--- src/rtl/slc3_button_conditioner_pkg.sv ---
// Shared types and debounce-length helper for the SLC-3 button conditioner.
// SLC3_SIM_FAST_DEBOUNCE_EN shortens the debounce window for simulation.
package slc3_btn_pkg;

  typedef enum logic [1:0] {
    IDLE         = 2'd0,
    PRESS_WAIT   = 2'd1,
    HELD         = 2'd2,
    RELEASE_WAIT = 2'd3
  } btn_state_t;

  localparam int unsigned SIM_DEBOUNCE_CYCLES = 4;

  // Effective debounce window: forced short in fast-sim builds, as given otherwise.
  function automatic int unsigned eff_debounce(input int unsigned cycles);
`ifdef SLC3_SIM_FAST_DEBOUNCE_EN
    return (cycles != 0) ? SIM_DEBOUNCE_CYCLES : SIM_DEBOUNCE_CYCLES;
`else
    return cycles;
`endif
  endfunction

endpackage

--- src/rtl/slc3_button_conditioner_debounce.sv ---
// One push-button channel: synchronizer, saturating debounce counter and
// press/release FSM producing a debounced level and a one-cycle press pulse.
module button_debounce
  import slc3_btn_pkg::*;
#(
  parameter int unsigned SYNC_STAGES     = 2,
  parameter int unsigned DEBOUNCE_CYCLES = 500000
) (
  input  logic clk,
  input  logic rst,
  input  logic i_key_n,
  output logic o_level,
  output logic o_pulse
);

  localparam int unsigned DEB = eff_debounce(DEBOUNCE_CYCLES);
  localparam int unsigned CW  = (DEB > 1) ? $clog2(DEB) : 1;
  localparam logic [CW-1:0] CNT_LAST = CW'(DEB - 1);

  logic [SYNC_STAGES-1:0] r_sync;
  logic                   w_pressed;

  btn_state_t    r_state;
  btn_state_t    w_state_nxt;
  logic [CW-1:0] r_cnt;
  logic [CW-1:0] w_cnt_nxt;
  logic [CW-1:0] w_cnt_inc;
  logic          r_level;
  logic          r_pulse;
  logic          w_level_nxt;
  logic          w_pulse_nxt;

  // Synchronizer resets to the released (high) level of the active-low key.
  always_ff @(posedge clk or posedge rst) begin
    if (rst) begin
      r_sync <= '1;
    end else begin
      r_sync <= {r_sync[SYNC_STAGES-2:0], i_key_n};
    end
  end

  assign w_pressed = ~r_sync[SYNC_STAGES-1];
  assign w_cnt_inc = (r_cnt == '1) ? r_cnt : r_cnt + CW'(1);

  always_ff @(posedge clk or posedge rst) begin
    if (rst) begin
      r_state <= IDLE;
      r_cnt   <= '0;
      r_level <= 1'b0;
      r_pulse <= 1'b0;
    end else begin
      r_state <= w_state_nxt;
      r_cnt   <= w_cnt_nxt;
      r_level <= w_level_nxt;
      r_pulse <= w_pulse_nxt;
    end
  end

  always_comb begin
    w_state_nxt = r_state;
    w_cnt_nxt   = r_cnt;
    case (r_state)
      IDLE: begin
        if (w_pressed) begin
          w_state_nxt = PRESS_WAIT;
          w_cnt_nxt   = CW'(1);
        end
      end
      PRESS_WAIT: begin
        if (!w_pressed) begin
          w_state_nxt = IDLE;
          w_cnt_nxt   = '0;
        end else if (r_cnt == CNT_LAST) begin
          w_state_nxt = HELD;
          w_cnt_nxt   = '0;
        end else begin
          w_cnt_nxt   = w_cnt_inc;
        end
      end
      HELD: begin
        if (!w_pressed) begin
          w_state_nxt = RELEASE_WAIT;
          w_cnt_nxt   = CW'(1);
        end
      end
      RELEASE_WAIT: begin
        if (w_pressed) begin
          w_state_nxt = HELD;
          w_cnt_nxt   = '0;
        end else if (r_cnt == CNT_LAST) begin
          w_state_nxt = IDLE;
          w_cnt_nxt   = '0;
        end else begin
          w_cnt_nxt   = w_cnt_inc;
        end
      end
      default: begin
        w_state_nxt = IDLE;
        w_cnt_nxt   = '0;
      end
    endcase
  end

  // Level and pulse change only on the accepting transitions.
  always_comb begin
    w_level_nxt = r_level;
    w_pulse_nxt = 1'b0;
    if ((r_state == PRESS_WAIT) && w_pressed && (r_cnt == CNT_LAST)) begin
      w_level_nxt = 1'b1;
      w_pulse_nxt = 1'b1;
    end
    if ((r_state == RELEASE_WAIT) && !w_pressed && (r_cnt == CNT_LAST)) begin
      w_level_nxt = 1'b0;
    end
  end

  assign o_level = r_level;
  assign o_pulse = r_pulse;

endmodule

--- src/rtl/slc3_button_conditioner.sv ---
// Conditions the raw Run/Continue keys into debounced levels and press pulses.
// Define SLC3_SIM_FAST_DEBOUNCE_EN for a 4-cycle debounce window in simulation.
module slc3_button_conditioner
  import slc3_btn_pkg::*;
#(
  parameter int unsigned SYNC_STAGES     = 2,
  parameter int unsigned DEBOUNCE_CYCLES = 500000
) (
  input  logic Clk,
  input  logic Reset,
  input  logic Run_n,
  input  logic Continue_n,
  output logic Run_level,
  output logic Continue_level,
  output logic Run_pulse,
  output logic Continue_pulse
);

  button_debounce #(
    .SYNC_STAGES     (SYNC_STAGES),
    .DEBOUNCE_CYCLES (DEBOUNCE_CYCLES)
  ) u_run (
    .clk     (Clk),
    .rst     (Reset),
    .i_key_n (Run_n),
    .o_level (Run_level),
    .o_pulse (Run_pulse)
  );

  button_debounce #(
    .SYNC_STAGES     (SYNC_STAGES),
    .DEBOUNCE_CYCLES (DEBOUNCE_CYCLES)
  ) u_continue (
    .clk     (Clk),
    .rst     (Reset),
    .i_key_n (Continue_n),
    .o_level (Continue_level),
    .o_pulse (Continue_pulse)
  );

endmodule

--- config.mk ---
export PLATFORM = sky130hd
export DESIGN_NAME = slc3_button_conditioner
export DESIGN_NICKNAME = d
export VERILOG_FILES = /design/src/rtl/slc3_button_conditioner_pkg.sv /design/src/rtl/slc3_button_conditioner_debounce.sv /design/src/rtl/slc3_button_conditioner.sv
export SDC_FILE = /design/constraint.sdc
export NUM_CORES = 1
export LEC_CHECK = 0
export ABC_AREA = 1
export CORE_ASPECT_RATIO = 0.8
export CORE_MARGIN = 2
export CORE_UTILIZATION = 40
export DETAILED_ROUTE_END_ITERATION = 6
export PLACE_DENSITY_LB_ADDON = 0.1
export SETUP_SLACK_MARGIN = 0.1
export SYNTH_ARGS = -nofsm -noshare
export SYNTH_HDL_FRONTEND = slang
export SYNTH_HIERARCHICAL = 1
export SYNTH_SLANG_ARGS = --single-unit
--- constraint.sdc ---
create_clock -name Clk -period 1.41 [get_ports Clk]
set_input_delay 0.141 -clock Clk [delete_from_list [all_inputs] [get_ports Clk]]
set_output_delay 0.141 -clock Clk [all_outputs]
set_load 0.01 [all_outputs]
# == Word-level counts from Yosys, hierarchy flattened ==
# Cells that the tools add are included.
# totals
output_inout_bits,4
inputBits,4
reg_bits,50
# classes
n_reduce_logical,16
bitwise_logic,2
add_sub_neg,2
n_mux,34
n_eq_ne,18
# ops
operator,n
$mux 19,12
$pmux 19 s4,2
$eq 19x19->1 const B,4
$add 19x1->19 const B,2
$mux 2,12
$pmux 2 s4,2
$eq 2x2->1 const B,4
$logic_and 1x1->1,8
$reduce_and 4->1,2
$mux 1,6
$ne 3x1->1 const B,2
$ne 3x3->1 const B,2
$eq 2x1->1 const B,2
$logic_not 2->1,2
$ne 2x1->1 const B,2
$ne 2x2->1 const B,2
$reduce_and 2->1,2
$reduce_bool 2->1,2
$not 1->1,2

# == Logic depth before layout (Yosys ltp) ==
# logic_depth
depth_word,5
depth_mapped,11
ltp_nobuf,10

# == Hierarchy ==
# Netlist, hierarchy kept.
# by_module_without_submodules
module,area_per_inst_um2,n_inst,cells_each,seq_area_each_um2
button_debounce,1565.3,2,222,628.1

# == Worst setup path before layout ==
# No wires, ideal clock.
# synth_timing
kind,register to register
startpoint,register u_continue.r_cnt[0]
endpoint,register u_continue.r_cnt[15]
n_path_buf,1
arrival_ns,1.411
setup_ns,0.117
path_stages_with_launch,12
slack_ns,-0.119
path_cell_list,dfrtp_1 ha_1 nand2_1 nor2_1 nand2_2 nor2_4 nand3_4 buf_6 nand3_1 nand2_1 nand3_1 nand2_1
# synth_via
elab_chain_len,5
# synth_lines
element,line_no,text
from (decl),slc3_button_conditioner_debounce.sv:25,logic [CW-1:0] r_cnt;
from (signal assigned),slc3_button_conditioner_debounce.sv:53,r_cnt <= w_cnt_nxt;
$add 19x1->19 / $eq 19x19->1 (equally long branches),slc3_button_conditioner_debounce.sv:43,assign w_cnt_inc = (r_cnt == '1) ? r_cnt : r_cnt + CW'(1);
$mux 19,slc3_button_conditioner_debounce.sv:43,
$mux 19 *,"slc3_button_conditioner_debounce.sv:73, slc3_button_conditioner_debounce.sv:90",
$mux 19 (on tied branches),"slc3_button_conditioner_debounce.sv:87, slc3_button_conditioner_debounce.sv:70",
$pmux 19 s4 *,slc3_button_conditioner_debounce.sv:62,case (r_state)
# Mark *: on every way between the ends. The rest lies on a longest branch, timed or not.
# A chain may end at the register's enable or synchronous reset.

# == Worst setup path after layout ==
# layout_timing
startpoint,register u_continue.r_cnt[1]
endpoint,register u_continue.r_cnt[6]
# The elaborated chain is that of the path after synthesis.

==> results.toml <==
[run_status]
status = "finished with violations"
violations = "setup timing"

[setup_path]
arrival_ns = 1.87
reg2reg_depth = 11
crit_end = "u_continue/r_cnt[6]"
crit_path_end_kind = "flip-flop"
ff2ff_setup_slack_ns = -0.26
worstSetupPathType = "reg -> reg"
rr_startpoint = "u_continue/r_cnt[1]"
cp-start-kind = "flip-flop"
critical_path_required_ns = 1.60
crit_path_max_fanout = 5
timing.rr.end = "u_continue/r_cnt[6]"
worstSetupStartpoint = "u_continue/r_cnt[1]"

[floorplanning]
die_w_um = 102.9
rows = 28
dieArea_mm2 = 0.008554
core-area_mm2 = 0.007497
initial_core_util = 0.4176
die_height_um = 83.13
num_io_pins = 8

[cells_and_area]
post-route-cell-area_mm2 = 0.005265
nets = 580
fillers = 572
multi_input_area_mm2 = 0.002382
seqCellArea_mm2 = 0.001266
area_growth_pct = 68.19
drive_gt1_frac = 0.5496
antenna_cells = 0

[clock_tree]
holdBufCountCts = 0
cts.path.max_buffers = 2
cts_max_level = 2
clk-insertion-delay-late_ns = 0.31
cts-root-buf = "clkbuf_8"
cts_tree = "yes"
cts_made_buffers = 5
clk_pin_slew_ns = 0.10
cts_sinks = 50

[grt]
grt_max_degree = 26
grt_pass1_wl_um = 16810
grt.overflow.total = 0
grt_pass1_vias = 3497
antenna_found_initial = 0
grt_usage = 0.2444

[sta]
setup_ws_ns = -0.2636
max_slew_margin = 0.7578
max_freq_mhz = 597.5
min_period_over_period = 1.187
slew_violations = 0
finClkSkew_ns = 0.01161
tns_ns = -6.428
hold_slack_ns = 0.1078
hold_viol = 0
setup_viol = 41
worst_slew_pin_slew_ns = 0.3620
period_needed_ns = 1.674
rsz0062_at_grt = "yes"

[job]
max_cap_viol_count = 0

[synthesis]
syn-mean-instance-area_um2 = 7.051
syn_inst = 444
synth_cell_types = 24
ys_seq_elements = 50
synth_nets = 450
netlist_area_mm2 = 0.003131
yosysSeqAreaShare = 0.4013
ys.warnings.count = 6

[detailed_routing]
wl_per_cell_um = 15.56
drtIter0Drc = 202
drt-pass1-iter-count = 5
ant_nets = 0
avgViaCountPerCell = 5.393
routed_wl_um = 10580
dr_total_vias = 3667
drc = 0

[placed_design]
hpwl_um = 6233
place_congestion = 0.7990
dp_slack_ns = -0.2336
place_area_mm2 = 0.004038
port_buffers = 7

[power]
p_leak_nw = 2.354
vdd.ir_drop.worst_mv = 0.8871
power_mw = 4.898
power_density_mw_per_mm2 = 930.3

[min_path]
hp-class = "in -> async"
==> layout by cell type (no fill, tap or decap), types with 8 or more instances in the layout <==
cell type  synthesis  layout
a21oi_2            0      10
buf_4              4     100
buf_6              6      17
dfrtp_1           46      38
dfrtp_2            0       8
inv_1             46      42
nand2_1          124      84
nand2_2            2      33
nand2_4            0       9
nand3_1           82      29
nand3_2            2      42
nand3_4            2      18
nand4_1           14      14
nor2_1            36      19
nor2_2             6      13
nor2_4             4      14
o21ai_1           22      18
o21ai_2            0      12
==> worst min path at each step <==
stage / depth (start not counted) / slack, ns / end
2_1_floorplan: 0 / 0.15 / u_continue/r_sync[0]
3_3_place_gp: 0 / 0.35 / u_continue/r_sync[1]
3_5_place_dp: 0 / 0.35 / u_continue/r_sync[1]
4_1_cts: 2 / 0.11 / u_run/o_level
5_1_grt: 2 / 0.16 / u_run/o_level
6_report: 2 / 0.11 / u_run/r_cnt[11]
==> registers in the layout, summed over array words and instances, names as in the netlist, named ones only <==
register            flops
u_run/r_cnt            19
u_continue/r_sync       2
u_continue/r_cnt       19
u_continue/o_pulse      1
u_run/o_pulse           1
u_continue/o_level      1
u_run/o_level           1
u_continue/r_state      1
u_run/r_sync            2
u_run/r_state           1
==> layer usage <==
metal	wire (um)	global-route usage
met1	4974	0.3743
met2	4827	0.3701
met3	620	0.03283
met4	157	0.04426
met5	0	0
==> stage by stage <==
| step | std cells | utilization |
|---|---|---|
| final | 680 | 0.7023 |
| after global routing | 680 | 0.7023 |
| after CTS | 663 | 0.6258 |
| after detailed placement | 636 | 0.5386 |
| after global placement | 636 | 0.5386 |
| after floorplan | 444 | - |
==> timing repair <==
action,in CTS,in global routing
setup buffers,16,16
resized for setup,104,109
endpoints found under the setup margin,50,46
pin swaps,35,39
gates cloned,3,2
==> synthesized netlist by cell type, drive strengths merged <==
| cell type | number | area, um^2 |
|---|---|---|
| nand2 | 126 | 478.0 |
| nand3 | 86 | 465.4 |
| inv | 52 | 195.2 |
| dfrtp | 46 | 1151 |
| nor2 | 46 | 217.7 |
| o21ai | 30 | 150.2 |
| a21oi | 16 | 80.08 |
| nand4 | 14 | 87.58 |
| buf | 12 | 107.6 |
| dfstp | 4 | 105.1 |
| nor3 | 4 | 20.02 |
| a21boi | 2 | 22.52 |
| ha | 2 | 25.02 |
| o22ai | 2 | 12.51 |
| or2 | 2 | 12.51 |
==> where the power goes <==
group	leakage (nW)	internal, mW	switching (mW)
registers	0.660	1.58	0.167
logic	1.64	1.01	1.21
clock network	0.0514	0.406	0.528
total	2.35	2.99	1.90
==> area by class of cell <==
cell class,count,share of cell area
clock buffers,6,0.01568
flip-flops and latches,50,0.2405
clock inverters,2,0.003327
repair buffers,132,0.2236
multi-input cells,333,0.4525
well taps,105,0.02495
inverters,52,0.03945
==> cells by family after synthesis <==
group           after synthesis  synth area share
flops                        50            0.4013
simple gates                278            0.4093
buf+inv                      64           0.09672
compound gates               50           0.08473
fa+ha+maj                     2          0.007992
==> worst max-delay path: stages, from the launching register on <==
cell	delay, ns
dfrtp_1	0.38
ha_2	0.21
nand2_2	0.06
nor2_2	0.09
nand2_2	0.09
nor2_4	0.14
nand3_4	0.16
clkbuf_16	0.20
nand2_2	0.04
nand2_1	0.04
nand3_1	0.05
o21ai_1	0.07
Power figures use the tool's default switching activity.
